**config.mk**
```make
export PLATFORM = sky130hd
export DESIGN_NAME = mem_rd_streamer
export DESIGN_NICKNAME = d
export VERILOG_FILES = /design/src/rtl/mem_pkg.sv /design/src/rtl/mem_rd_streamer_if.sv /design/src/rtl/stream_fifo.sv /design/src/rtl/mem_rd_streamer.sv
export SDC_FILE = /design/constraint.sdc
export NUM_CORES = 1
export LEC_CHECK = 0
export CAP_MARGIN = 25
export CORE_AREA = 2 2 112 114
export DETAILED_ROUTE_END_ITERATION = 10
export DIE_AREA = 0 0 114 116
export PLACE_DENSITY_LB_ADDON = 0.08
export RECOVER_POWER = 50
export SETUP_SLACK_MARGIN = 0.05
export SLEW_MARGIN = 25
export SYNTH_ARGS = -nofsm -noshare
export SYNTH_HDL_FRONTEND = slang
export SYNTH_SLANG_ARGS = --single-unit
export TNS_END_PERCENT = 50
```
**constraint.sdc**
```tcl
create_clock -name clk_i -period 10.05 [get_ports clk_i]
set_input_delay 1.5075 -clock clk_i [delete_from_list [all_inputs] [get_ports clk_i]]
set_output_delay 1.5075 -clock clk_i [all_outputs]
set_load 0.02 [all_outputs]
```
**src/rtl/mem_pkg.sv**
```systemverilog
// Shared types and defaults for the memory read streamer.
package mem_pkg;

    localparam int WIDTH_DEF = 32;
    localparam int SIZE_DEF  = 256;

    typedef enum logic [1:0] {
        IDLE  = 2'd0,
        RUN   = 2'd1,
        DRAIN = 2'd2
    } state_t;

    // A read may only be issued if its word is guaranteed a slot in the 2-deep buffer.
    function automatic logic can_issue(input logic [1:0] occ, input logic pend, input logic pop);
        return ({1'b0, occ} + {2'b00, pend}) < (3'd2 + {2'b00, pop});
    endfunction

endpackage

```
**src/rtl/mem_rd_streamer_if.sv**
```systemverilog
// Valid/ready stream bundle carried between the output buffer and the downstream port.
interface mem_rd_streamer_if
    import mem_pkg::*;
#(
    parameter int WIDTH = WIDTH_DEF
);
    logic [WIDTH-1:0] data;
    logic             valid;
    logic             ready;

    modport master (output data, valid, input ready);
    modport slave  (input data, valid, output ready);
endinterface

```
**src/rtl/stream_fifo.sv**
```systemverilog
// Two-entry output buffer; a written word is visible only from the following cycle.
module stream_fifo
    import mem_pkg::*;
#(
    parameter int WIDTH = WIDTH_DEF
) (
    input  logic               clk_i,
    input  logic               rst_i,
    input  logic               wr_en,
    input  logic [WIDTH-1:0]   wr_data,
    output logic [1:0]         count,
    mem_rd_streamer_if.master  out
);
    logic [WIDTH-1:0] slot_r [2];
    logic             wr_ptr_r;
    logic             rd_ptr_r;
    logic [1:0]       count_r;
    logic             pop_s;

    assign pop_s     = out.valid && out.ready;
    assign out.valid = (count_r != 2'd0);
    assign out.data  = slot_r[rd_ptr_r];
    assign count     = count_r;

    // Storage, pointers and occupancy update
    always_ff @(posedge clk_i or posedge rst_i) begin
        if (rst_i) begin
            slot_r[0] <= {WIDTH{1'b0}};
            slot_r[1] <= {WIDTH{1'b0}};
            wr_ptr_r  <= 1'b0;
            rd_ptr_r  <= 1'b0;
            count_r   <= 2'd0;
        end else begin
            if (wr_en) begin
                slot_r[wr_ptr_r] <= wr_data;
                wr_ptr_r         <= ~wr_ptr_r;
            end
            if (pop_s) begin
                rd_ptr_r <= ~rd_ptr_r;
            end
            count_r <= count_r + {1'b0, wr_en} - {1'b0, pop_s};
        end
    end
endmodule

```
**src/rtl/mem_rd_streamer.sv**
```systemverilog
// Streams a burst of consecutive SRAM words (wrapping address) out through a valid/ready port.
module mem_rd_streamer
    import mem_pkg::*;
#(
    parameter  int WIDTH = WIDTH_DEF,
    parameter  int SIZE  = SIZE_DEF,
    localparam int AW    = $clog2(SIZE)
) (
    input  logic             clk_i,
    input  logic             rst_i,
    input  logic             start_i,
    input  logic [AW-1:0]    base_addr_i,
    input  logic [AW:0]      len_i,
    output logic             mem_cenb_o,
    output logic             mem_wenb_o,
    output logic [AW-1:0]    mem_addr_o,
    input  logic [WIDTH-1:0] mem_q_i,
    output logic [WIDTH-1:0] data_o,
    output logic             valid_o,
    input  logic             ready_i,
    output logic             busy_o,
    output logic             done_o
);
    localparam logic [AW-1:0] ONE_A = {{(AW-1){1'b0}}, 1'b1};
    localparam logic [AW:0]   ONE_L = {{AW{1'b0}}, 1'b1};
    localparam logic [AW-1:0] TOP_A = AW'(SIZE - 1);

    mem_rd_streamer_if #(.WIDTH(WIDTH)) ob ();

    state_t        state_r, state_s;
    logic [AW-1:0] next_addr_r, last_addr_r, inc_addr_s;
    logic [AW:0]   rd_left_r, xfer_left_r;
    logic          pending_r, busy_r, done_r;
    logic          rd_s, pop_s, last_xfer_s, accept_s;
    logic [1:0]    occ_s;

    stream_fifo #(.WIDTH(WIDTH)) u_fifo (
        .clk_i   (clk_i),
        .rst_i   (rst_i),
        .wr_en   (pending_r),
        .wr_data (mem_q_i),
        .count   (occ_s),
        .out     (ob)
    );

    assign ob.ready    = ready_i;
    assign data_o      = ob.data;
    assign valid_o     = ob.valid;
    assign pop_s       = ob.valid && ready_i;
    assign accept_s    = (state_r == IDLE) && start_i;
    assign last_xfer_s = pop_s && (xfer_left_r == ONE_L);
    assign inc_addr_s  = (next_addr_r == TOP_A) ? {AW{1'b0}} : next_addr_r + ONE_A;

    assign mem_cenb_o  = ~rd_s;
    assign mem_wenb_o  = 1'b1;
    // The address bus shows the word being read, otherwise it parks on the last one read.
    assign mem_addr_o  = rd_s ? next_addr_r : last_addr_r;
    assign busy_o      = busy_r;
    assign done_o      = done_r;

    // Next-state and read-issue decision
    always_comb begin
        state_s = state_r;
        rd_s    = 1'b0;
        case (state_r)
            IDLE: begin
                if (start_i && (len_i != {(AW+1){1'b0}})) begin
                    state_s = RUN;
                end else begin
                    state_s = IDLE;
                end
            end
            RUN: begin
                rd_s = can_issue(occ_s, pending_r, pop_s);
                if (rd_s && (rd_left_r == ONE_L)) begin
                    state_s = DRAIN;
                end else begin
                    state_s = RUN;
                end
            end
            DRAIN: begin
                if (last_xfer_s) begin
                    state_s = IDLE;
                end else begin
                    state_s = DRAIN;
                end
            end
            default: begin
                state_s = IDLE;
            end
        endcase
    end

    // State, burst counters, address pointers and status flags
    always_ff @(posedge clk_i or posedge rst_i) begin
        if (rst_i) begin
            state_r     <= IDLE;
            next_addr_r <= {AW{1'b0}};
            last_addr_r <= {AW{1'b0}};
            rd_left_r   <= {(AW+1){1'b0}};
            xfer_left_r <= {(AW+1){1'b0}};
            pending_r   <= 1'b0;
            busy_r      <= 1'b0;
            done_r      <= 1'b0;
        end else begin
            state_r   <= state_s;
            pending_r <= rd_s;
            busy_r    <= (state_s != IDLE);
            done_r    <= (accept_s && (len_i == {(AW+1){1'b0}})) ||
                         ((state_r == DRAIN) && last_xfer_s);
            if (accept_s) begin
                next_addr_r <= base_addr_i;
                rd_left_r   <= len_i;
                xfer_left_r <= len_i;
            end else begin
                if (rd_s) begin
                    next_addr_r <= inc_addr_s;
                    last_addr_r <= next_addr_r;
                    rd_left_r   <= rd_left_r - ONE_L;
                end
                if (pop_s) begin
                    xfer_left_r <= xfer_left_r - ONE_L;
                end
            end
        end
    end
endmodule

```
Word-level counts from Yosys, hierarchy flattened
Index checks and enable logic that the tools add are counted.

storage, ports and cells
  bits in writable memories = 0
  memory bits (read-only) = 0
  memories kept = 0
  latch bits = 0
  input port bits = 53
  register bits after elaboration = 107
  output and inout bits = 45

cells by class
  divide/modulo/power cells = 0
  multiply operators = 0
  reduce and logical (&&, ||, !) cells = 16
  equal/unequal tests = 5
  shift-type cells = 0
  bitwise logic cells = 5
  muxes and demuxes = 19
  magnitude comparators = 4
  $add $sub $neg = 7

operators with widths
  operator                                              count
  two-way mux 32 bit                                    4
  bitwise mux 64 bit                                    1
  two-way mux 9 bit                                     4
  demux 32 bit (select 1 bit)                           1
  two-way mux 8 bit                                     4
  equality test 9 x 1 -> 1 bit (second input constant)  2
  subtractor 9 x 1 -> 9 bit (second input constant)     2
  zero test 9 bit                                       1
  nonzero test 9 bit                                    1
  adder 8 x 1 -> 8 bit (second input constant)          1
  equality test 8 bit (second input constant)           1
  logical AND 1 bit                                     8
  nonzero test 2 bit                                    4
  one-hot mux 2 bit (3 select lines)                    1
  >= comparator 2 bit (second input constant)           2
  two-way mux 2 bit                                     2
  NOT 1 -> 2 bit                                        2
  adder 2 x 1 -> 3 bit                                  1
  adder 2 x 1 -> 3 bit (first input constant)           1
  less-than comparator 3 bit                            1
  NOT 1 bit                                             3
  adder 2 x 1 -> 2 bit                                  1
  equality test 2 x 1 -> 1 bit (second input constant)  1
  equality test 2 bit (second input constant)           1
  other kinds (5)                                       6

Logic depth before layout (Yosys ltp)
Gate-level depths: netlist of the first run.

  word-level depth = 8
  mapped depth = 8
  mapped depth without buffers = 7

By module
From an unflattened synthesis of the first run, not the netlist that was laid out.

second synthesis, totals
  cells, all modules = 422
  area, all modules = 5097.4 um^2

by module, submodules not included
  module           cells each  seq. area each (um^2)  area each (um^2)  instances
  stream_fifo      188         1701.6                 2991.6            1
  mem_rd_streamer  234         975.9                  2105.8            1

Worst setup path before layout of the first run
Ideal clock, no wire load.

  path type = input to output
  from = in ready_i
  to = out mem_addr_o[1]
  slack = 5.890 ns
  required time = 8.543 ns
  arrival = 2.653 ns
  stages on the path = 5
  cells stage by stage = o21ai_2 -> o21ai_2 -> nand2_1 -> buf_2 -> o21ai_0

on the way
  longest elaborated chain between the ends = 5

RTL lines
  what                        line                   RTL
  start, declared             mem_rd_streamer.sv:20  input logic ready_i,
  logical AND 1 bit           mem_rd_streamer.sv:49  assign pop_s = ob.valid && ready_i;
  adder 2 x 1 -> 3 bit        mem_pkg.sv:15          return ({1'b0, occ} + {2'b00, pend}) < (3'd2 + {2'b00, pop});
  less-than comparator 3 bit  mem_pkg.sv:15
  two-way mux 1 bit           mem_rd_streamer.sv:65  case (state_r)
  two-way mux 8 bit           -
  end, declared               mem_rd_streamer.sv:16  output logic [AW-1:0] mem_addr_o,

Every way passes these cells.

Final worst setup path of the first run
  from = in ready_i
  to = out mem_addr_o[6]

The elaborated chain is that of the path after synthesis.

==> results of run 1 <==
[worst max-delay path: stages]
cell and delay, ns:
dlygate4sd3_1 0.53, o21ai_0 0.29, o21ai_0 0.46, nand2_1 0.60, inv_1 0.56, nand2_1 0.14
nand2_1 0.08, clkdlybuf4s50_1 0.60
[metal layers]
metal / track usage / vias to the layer above / routed length (um)
met5: 0 / - / 0
met4: 0.0894 / 0 / 303
met3: 0.0324 / 19 / 558
met2: 0.286 / 95 / 5230
met1: 0.231 / 1716 / 4890
li1: - / 1672 / -
[area by class of cell]
class	count	area (um^2)	area share
sequential	107	2680	0.416
timing repair buffer	100	987	0.153
multi-input combinational	284	2200	0.342
tap	147	184	0.0286
clock inverter	5	85.1	0.0132
clock buffer	11	253	0.0392
inverter	13	50.0	0.00777
[power by group]
part / total [mW] / internal (mW) / switching [mW]
Combinational: 1.28 / 0.647 / 0.628
Clock: 0.392 / 0.233 / 0.159
Sequential: 0.789 / 0.648 / 0.141
[sequential cells by signal (all words and copies together) (netlist names), 2 cells and up]
| signal | count |
|---|---|
| last_addr_r | 8 |
| next_addr_r | 8 |
| rd_left_r | 9 |
| state_r | 2 |
| u_fifo.count | 2 |
| u_fifo.slot_r | 64 |
| xfer_left_r | 9 |
[cell usage in the layout (no fill, tap or decap), types with 3 or more instances in the layout]
| cell | synthesis | routed |
|---|---|---|
| a21oi_1 | 9 | 9 |
| a221o_1 | 5 | 5 |
| buf_4 | 1 | 3 |
| clkbuf_16 | 0 | 9 |
| clkdlybuf4s50_1 | 0 | 59 |
| dfrtp_1 | 107 | 107 |
| dlygate4sd3_1 | 0 | 37 |
| ha_1 | 9 | 9 |
| inv_1 | 13 | 12 |
| mux2_2 | 94 | 94 |
| nand2_1 | 55 | 55 |
| nand3_1 | 11 | 11 |
| nand4_1 | 3 | 3 |
| nor2_1 | 10 | 10 |
| nor3_1 | 8 | 9 |
| nor4_1 | 5 | 5 |
| o211ai_1 | 7 | 7 |
| o21ai_0 | 21 | 23 |
| or2_2 | 3 | 3 |
| xnor2_1 | 6 | 6 |
| xor2_1 | 7 | 7 |
[worst min-delay path by stage]
stage                               from             end  slack (ns)
after floorplan           last_addr_r[1]  last_addr_r[1]        0.44
after detailed placement  last_addr_r[3]  last_addr_r[3]        0.46
after CTS                 last_addr_r[3]  last_addr_r[3]        0.47
after global placement    last_addr_r[5]  last_addr_r[5]        0.45
final                     last_addr_r[3]  last_addr_r[3]        0.47
after global routing      last_addr_r[3]  last_addr_r[3]        0.51
[cell usage after synthesis (2+ instances only)]
master and number:
buf_1 4, nand2_1 55, buf_2 9, o211ai_1 7, mux2_2 94, inv_1 13
a21oi_1 9, clkbuf_1 6, nor2_1 10, a221o_1 5, xor2_1 7, mux2_1 2
or2_2 3, o21ai_0 21, o21ai_2 2, nor3_1 8, nor2b_1 2, ha_1 9
dfrtp_1 107, nand4_1 3, nand3_1 11, nor4_1 5, xnor2_1 6, and2_1 2
and3_1 2
[cell families after synthesis]
kind of cell             synth area share
AND/OR/NAND/NOR                     0.112
flip-flops                          0.532
multiplexers                        0.215
AO/OA/AOI/OAI                      0.0681
buffers and inverters              0.0276
XOR/XNOR                           0.0226
adder cells (fa/ha/maj)            0.0224
other                            0.000745
==> impl_metrics.env, run 1 <==
export IMPL_antenna_found_initial=0
export IMPL_dr_pass1_iters=4
export IMPL_start_util=0.423
export IMPL_grtUsageTotal=0.177
export IMPL_violations="capacitance limit, slew limit"
export IMPL_syn_instance_count=424
export IMPL_ant_nets=0
export IMPL_whs_path_depth=2
export IMPL_root_buffer="clkbuf_16"
export IMPL_routed_via_density=5.25
export IMPL_finish_instance_area_mm2=0.00644
export IMPL_setup_tns_final_ns=0
export IMPL_postCtsSetupRepairBufs=0
export IMPL_h_tree_depth=3
export IMPL_std_cell_rows=40
export IMPL_die_y_um=116
export IMPL_drv_slew=76
export IMPL_first_iter_violations=140
export IMPL_diodes=0
export IMPL_syn_nets=486
export IMPL_nets=577
export IMPL_min_path_type="register to register"
export IMPL_end_kind="primary output"
export IMPL_utilization=0.541
export IMPL_cp_start_kind="input port"
export IMPL_p_total_mw=2.46
export IMPL_io_pins=98
export IMPL_hpwl_um=7530
export IMPL_maxCapViolCount=2
export IMPL_cp_startpoint="ready_i"
export IMPL_slew_headroom=-1.60
export IMPL_seq_area_frac_synth=0.532
export IMPL_final_cells=667
export IMPL_rr_startpoint="u_fifo.count[1]"
export IMPL_worst_slew_pin_slew_ns=3.90
export IMPL_power_per_cell_area_mw_per_mm2=381
export IMPL_critPathArrivalTime_ns=4.77
export IMPL_period_share=0.625
export IMPL_pre_cts_slack_ns=4.34
export IMPL_gp_congestion=0.810
export IMPL_power_leakage_nw=2.69
export IMPL_finalWirelength_um=11000
export IMPL_synth_distinct_cells=47
export IMPL_crit_fanout=26
export IMPL_fin_ws_ns=3.77
export IMPL_vdd_drop_max_mv=0.163
export IMPL_whs_ns=0.469
export IMPL_clk_path_buf_depth=2
export IMPL_rsz0062_at_grt="no"
export IMPL_finClkSkew_ns=0.00517
export IMPL_grt_pass1_vias=3626
export IMPL_r2r_slack_ns=7.03
export IMPL_r2r_end="next_addr_r[7]"
export IMPL_core_area_mm2=0.0119
export IMPL_synth_edff_count=0
export IMPL_drive_gt1_frac=0.240
export IMPL_grt_max_degree=76
export IMPL_dpl_cell_area_mm2=0.00613
export IMPL_gr_total_overflow=0
export IMPL_setup_viol=0
export IMPL_reg2reg_depth=6
export IMPL_max_freq_mhz=159
export IMPL_netlist_area_mm2=0.00503
export IMPL_area_growth_pct=27.9
export IMPL_fillers=1089
export IMPL_die_w_um=114
export IMPL_yosys_top_cells_area="dfrtp_1 (53%), mux2_2 (21%), nand2_1 (4.1%), ha_1 (2.2%), o21ai_0 (2.1%)"
export IMPL_final_hold_viol_count=0
export IMPL_avgRoutedWirePerCell_um=16.5
export IMPL_status="finished with violations"
export IMPL_min_period_ns=6.28
export IMPL_clk_pin_slew_ns=0.07
export IMPL_ys_warn_count=0
export IMPL_vias=3502
export IMPL_cp_endpoint="mem_addr_o[6]"
export IMPL_numClockSinks=107
export IMPL_numCtsBuffers=9
export IMPL_dp_cells=651
export IMPL_path_class="input port to primary output"
export IMPL_drcViolationCount=0
export IMPL_async_reset_ff_frac=1.00
export IMPL_cts_resized_gates=0
export IMPL_avgSynthCellArea_um2=11.9
export IMPL_yosysTopAreaCell="dfrtp_1"
export IMPL_cts_tree="done"
export IMPL_io_buffers=96
export IMPL_synth_top_area_frac=0.532
export IMPL_ys_flop_type="dfrtp_1"
export IMPL_required_ns=8.54
export IMPL_synth_seq_cells=107
export IMPL_grt_pass1_wl_um=18100
export IMPL_die_area_mm2=0.0132
export IMPL_clock_latency_ns=0.35
export IMPL_cts_hold_buf=0
No activity file was read; power rests on OpenSTA's default activity.
==> run 2: changes to the inputs <==
==> constraint.sdc (replaced) <==
create_clock -name clk_i -period 5.77 [get_ports clk_i]
set_input_delay 0.8655 -clock clk_i [delete_from_list [all_inputs] [get_ports clk_i]]
set_output_delay 0.8655 -clock clk_i [all_outputs]
set_load 0.02 [all_outputs]
==> run 2 against run 1 <==
Net effect:
- final cell count is 0.15% higher
- critical path type unchanged
- clock skew is 0.0024 ns higher
- total power is 74% higher
- critical endpoint unchanged
- sequential power is 74% higher
- largest power group unchanged
- core utilization hardly changed
- global-route usage is 0.63 points lower
- die area stayed put
- the flow still finishes with violations (capacitance limit, slew limit)
==> impl_metrics.env, run 2 (same netlist as run 1, synthesis figures left out) <==
export IMPL_status="finished with violations"
export IMPL_violations="capacitance limit, slew limit"
export IMPL_layout_commonest_cell="dfrtp_1"
export IMPL_cts_tree="done"
export IMPL_final_hold_viol_count=0
export IMPL_diodes=0
export IMPL_die_w_um=114
export IMPL_first_iter_violations=116
export IMPL_nets=579
export IMPL_h_tree_depth=3
export IMPL_die_y_um=116
export IMPL_start_util=0.423
export IMPL_routed_via_density=5.19
export IMPL_ant_nets=0
export IMPL_required_ns=4.90
export IMPL_numClockSinks=107
export IMPL_maxCapViolCount=2
export IMPL_cts_hold_buf=0
export IMPL_clk_pin_slew_ns=0.07
export IMPL_clock_latency_ns=0.34
export IMPL_path_class="input port to primary output"
export IMPL_reg_largest_list="u_fifo.slot_r (64), rd_left_r (9), xfer_left_r (9)"
export IMPL_numCtsBuffers=9
export IMPL_end_kind="primary output"
export IMPL_dr_pass1_iters=4
export IMPL_avgRoutedWirePerCell_um=16.4
export IMPL_grt_pass1_vias=3521
export IMPL_rsz0062_at_grt="no"
export IMPL_finClkSkew_ns=0.00759
export IMPL_vdd_drop_max_mv=0.392
export IMPL_min_period_ns=4.51
export IMPL_std_cell_rows=40
export IMPL_grt_pass1_wl_um=17500
export IMPL_p_total_mw=4.28
export IMPL_io_pins=98
export IMPL_drv_slew=94
export IMPL_fillers=1057
export IMPL_power_leakage_nw=2.68
export IMPL_core_area_mm2=0.0119
export IMPL_min_path_type="register to register"
export IMPL_vias=3467
export IMPL_largest_reg_flops=64
export IMPL_finalWirelength_um=11000
export IMPL_slew_headroom=-0.810
export IMPL_io_buffers=96
export IMPL_antenna_found_initial=0
export IMPL_mostFrequentLayoutCells="dfrtp_1 (107), clkdlybuf4s50_1 (94), mux2_2 (93)"
export IMPL_grtUsageTotal=0.171
export IMPL_gr_total_overflow=0
export IMPL_grt_max_degree=61
export IMPL_setup_tns_final_ns=0
export IMPL_largest_register="u_fifo.slot_r"
export IMPL_cts_resized_gates=0
export IMPL_root_buffer="clkbuf_16"
export IMPL_gp_congestion=0.769
export IMPL_clk_path_buf_depth=2
export IMPL_cp_start_kind="input port"
export IMPL_setup_viol=0
export IMPL_worst_slew_pin_slew_ns=2.70
export IMPL_postCtsSetupRepairBufs=0
export IMPL_period_share=0.781
export IMPL_power_per_cell_area_mw_per_mm2=664
export IMPL_crit_fanout=26
export IMPL_drcViolationCount=0
export IMPL_drive_gt1_frac=0.240
export IMPL_area_growth_pct=28.0
export IMPL_critPathArrivalTime_ns=3.64
export IMPL_max_freq_mhz=222
export IMPL_die_area_mm2=0.0132
export IMPL_hpwl_um=7490
==> run 2: power by group <==
group	internal, mW	switching [mW]	leakage (nW)	total, mW
Sequential	1.13	0.244	1.28	1.37
Combinational	1.15	1.09	1.24	2.24
Clock	0.403	0.264	0.159	0.667
Total	2.68	1.60	2.68	4.28
==> run 2: final timing paths <==
check                           slack [ns]  depth (start not counted)                 to            from
worst max-delay path                  1.26                          9      mem_addr_o[6]         ready_i
worst min-delay path                  0.47                          2     last_addr_r[4]  last_addr_r[4]
worst max register to register        2.84                          3  u_fifo.slot_r[33]       pending_r
worst min register to register        0.47                          2     last_addr_r[4]  last_addr_r[4]
max in group asynchronous             2.49                          3  u_fifo.slot_r[32]           rst_i
min in group asynchronous             1.74                          2     last_addr_r[4]           rst_i
==> run 2: critical path, stage by stage <==
cell and delay, ns:
dlygate4sd3_1 0.52, o21ai_0 0.30, o21ai_0 0.49, nand2_1 0.09
buf_4 0.24, inv_1 0.34, nand2_1 0.12, nand2_1 0.08
clkdlybuf4s50_1 0.60
==> run 2: through the flow <==
stage / util / hold WS, ns / cells / cell area (um^2) / setup WS, ns
global route: 0.541 / 0.497 / 668 / 6440 / 0.963
detailed placement: 0.515 / 0.458 / 652 / 6140 / 1.79
finish: 0.541 / 0.474 / 668 / 6440 / 1.26
global placement: 0.515 / 0.456 / 652 / 6140 / 1.84
floorplan: - / 0.439 / 424 / 5030 / 2.09
CTS: 0.542 / 0.477 / 667 / 6460 / 1.78
==> run 2: area by class of cell <==
class,count,area (um^2),share of cell area
multi-input cells,284,2210,0.343
clock inverters,3,68.8,0.0107
flip-flops and latches,107,2680,0.415
inverters,13,50.0,0.00777
well taps,147,184,0.0285
clock buffers,12,256,0.0398
repair buffers,102,998,0.155
==> run 2: routing by layer <==
layer  vias up  GRT usage  wire [um]
li1       1676          -          -
met1      1695      0.225       5090
met2        89      0.278       5250
met3         7     0.0471        552
met4         0     0.0528         85
met5         -          0          0
==> run 3: changes to the inputs <==
==> constraint.sdc (replaced) <==
create_clock -name clk_i -period 3.9 [get_ports clk_i]
set_input_delay 0.585 -clock clk_i [delete_from_list [all_inputs] [get_ports clk_i]]
set_output_delay 0.585 -clock clk_i [all_outputs]
set_load 0.02 [all_outputs]
==> run 3 against run 2 <==
Net effect:
- the run still ends with capacitance limit, slew limit left
- total power grew 47%
- routed wire length shrank 1.4%
- hold slack lost 0.0013 ns
- critical endpoint is now mem_addr_o[4]
==> impl_metrics.env, run 3 (same netlist as run 1, synthesis figures left out) <==
export IMPL_grt_pass1_wl_um=18000
export IMPL_worstPathCellList="ha_1 -> ha_1 -> nor2_1 -> nand2_1 -> inv_1 -> nand2_1 -> nand2_1 -> clkdlybuf4s50_1"
export IMPL_drv_slew=33
export IMPL_cts_resized_gates=0
export IMPL_critPathArrivalTime_ns=2.67
export IMPL_mostFrequentLayoutCells="dfrtp_1 (107), clkdlybuf4s50_1 (95), mux2_2 (94)"
export IMPL_power_leakage_nw=2.67
export IMPL_postCtsSetupRepairBufs=0
export IMPL_area_growth_pct=27.9
export IMPL_cp_start_kind="register"
export IMPL_end_kind="primary output"
export IMPL_largest_register="u_fifo.slot_r"
export IMPL_power_per_cell_area_mw_per_mm2=977
export IMPL_fillers=1064
export IMPL_r2r_end="u_fifo.slot_r[29]"
export IMPL_whs_ns=0.472
export IMPL_layout_commonest_cell="dfrtp_1"
export IMPL_min_period_ns=3.25
export IMPL_die_y_um=116
export IMPL_multi_input_comb_area_mm2=0.00222
export IMPL_gp_congestion=0.840
export IMPL_core_area_mm2=0.0119
export IMPL_h_tree_depth=3
export IMPL_drcViolationCount=0
export IMPL_crit_slowest_cell="clkdlybuf4s50_1"
export IMPL_required_ns=3.31
export IMPL_rr_startpoint="pending_r"
export IMPL_largest_reg_flops=64
export IMPL_vias=3498
export IMPL_antenna_found_initial=0
export IMPL_first_iter_violations=115
export IMPL_cts_tree="done"
export IMPL_period_share=0.834
export IMPL_whs_path_depth=2
export IMPL_maxCapViolCount=1
export IMPL_path_class="register to primary output"
export IMPL_start_util=0.423
export IMPL_vdd_drop_max_mv=0.516
export IMPL_die_w_um=114
export IMPL_clk_path_buf_depth=2
export IMPL_grtUsageTotal=0.176
export IMPL_avgRoutedWirePerCell_um=16.2
export IMPL_crit_fanout=12
export IMPL_finClkSkew_ns=0.00542
export IMPL_gr_total_overflow=0
export IMPL_r2r_slack_ns=1.39
export IMPL_max_freq_mhz=307
export IMPL_rsz0062_at_grt="no"
export IMPL_die_area_mm2=0.0132
export IMPL_std_cell_rows=40
export IMPL_worst_slew_pin_slew_ns=1.97
export IMPL_hpwl_um=7520
export IMPL_min_path_type="register to register"
export IMPL_finalWirelength_um=10800
export IMPL_setup_viol=0
export IMPL_numClockSinks=107
export IMPL_root_buffer="clkbuf_16"
export IMPL_max_stage_delay_ns=0.59
export IMPL_violations="capacitance limit, slew limit"
export IMPL_grt_max_degree=76
export IMPL_clock_latency_ns=0.35
export IMPL_seqCellArea_mm2=0.00268
export IMPL_diodes=0
export IMPL_ant_nets=0
export IMPL_numCtsBuffers=9
export IMPL_hold_path_end="last_addr_r[5]"
export IMPL_reg_largest_list="u_fifo.slot_r (64), rd_left_r (9), xfer_left_r (9)"
export IMPL_cpLargestDelayFamily="buffers and inverters"
export IMPL_dr_pass1_iters=4
export IMPL_worst_path_buf_inv=2
export IMPL_reg2reg_depth=3
export IMPL_final_hold_viol_count=0
export IMPL_routed_via_density=5.22
export IMPL_cts_hold_buf=0
export IMPL_clk_pin_slew_ns=0.07
export IMPL_io_buffers=96
export IMPL_drive_gt1_frac=0.249
export IMPL_nets=580
export IMPL_cpMostUsedCell="nand2_1"
export IMPL_io_pins=98
export IMPL_grt_pass1_vias=3653
export IMPL_min_from="last_addr_r[5]"
export IMPL_setup_tns_final_ns=0
export IMPL_status="finished with violations"
export IMPL_slew_headroom=-0.315
## run 3: layout make-up
cell class | count | share of cell area
clock inverter | 5 | 0.00972
inverter | 13 | 0.00777
timing repair buffer | 103 | 0.155
clock buffer | 11 | 0.0377
sequential | 107 | 0.416
tap | 147 | 0.0286
multi-input combinational | 284 | 0.346
## run 3: routing by layer
| metal | share of wire | vias up | track usage |
|---|---|---|---|
| met2 | 0.48 | 89 | 0.284 |
| met5 | 0 | - | 0 |
| li1 | - | 1682 | - |
| met3 | 0.053 | 12 | 0.0513 |
| met4 | 0.015 | 0 | 0.0512 |
| met1 | 0.45 | 1715 | 0.233 |
## run 3: worst max-delay path by stage
stage,start,to,cells past startpoint,slack [ns]
floorplan,rst_i,busy_o,1,0.50
global placement,ready_i,mem_addr_o[7],8,0.74
detailed placement,ready_i,mem_addr_o[4],8,0.70
CTS,pending_r,mem_addr_o[4],8,0.63
global route,rst_i,xfer_left_r[2],4,0.33
finish,pending_r,mem_addr_o[4],8,0.65
## run 3: worst register-to-register path: stages, from the launching register on
cell and delay, ns:
dfrtp_1 0.44, nand2_1 0.09, clkbuf_1 1.41, mux2_2 0.46
## run 3: where the power goes
| group | internal (mW) | switching [mW] | total [mW] |
|---|---|---|---|
| registers | 1.67 | 0.368 | 2.04 |
| logic | 1.71 | 1.62 | 3.33 |
| clock network | 0.518 | 0.403 | 0.920 |
## run 3: through the flow
stage / instances / utilization / worst slack, ns / power [mW] / cell area, um^2
finish: 670 / 0.541 / 0.647 / 6.29 / 6440
global route: 670 / 0.541 / 0.334 / 6.77 / 6440
CTS: 669 / 0.541 / 0.630 / 6.37 / 6450
detailed placement: 653 / 0.516 / 0.702 / 5.42 / 6140
global placement: 653 / 0.516 / 0.740 / 5.34 / 6140
floorplan: 424 / - / 0.498 / 4.23 / 5030
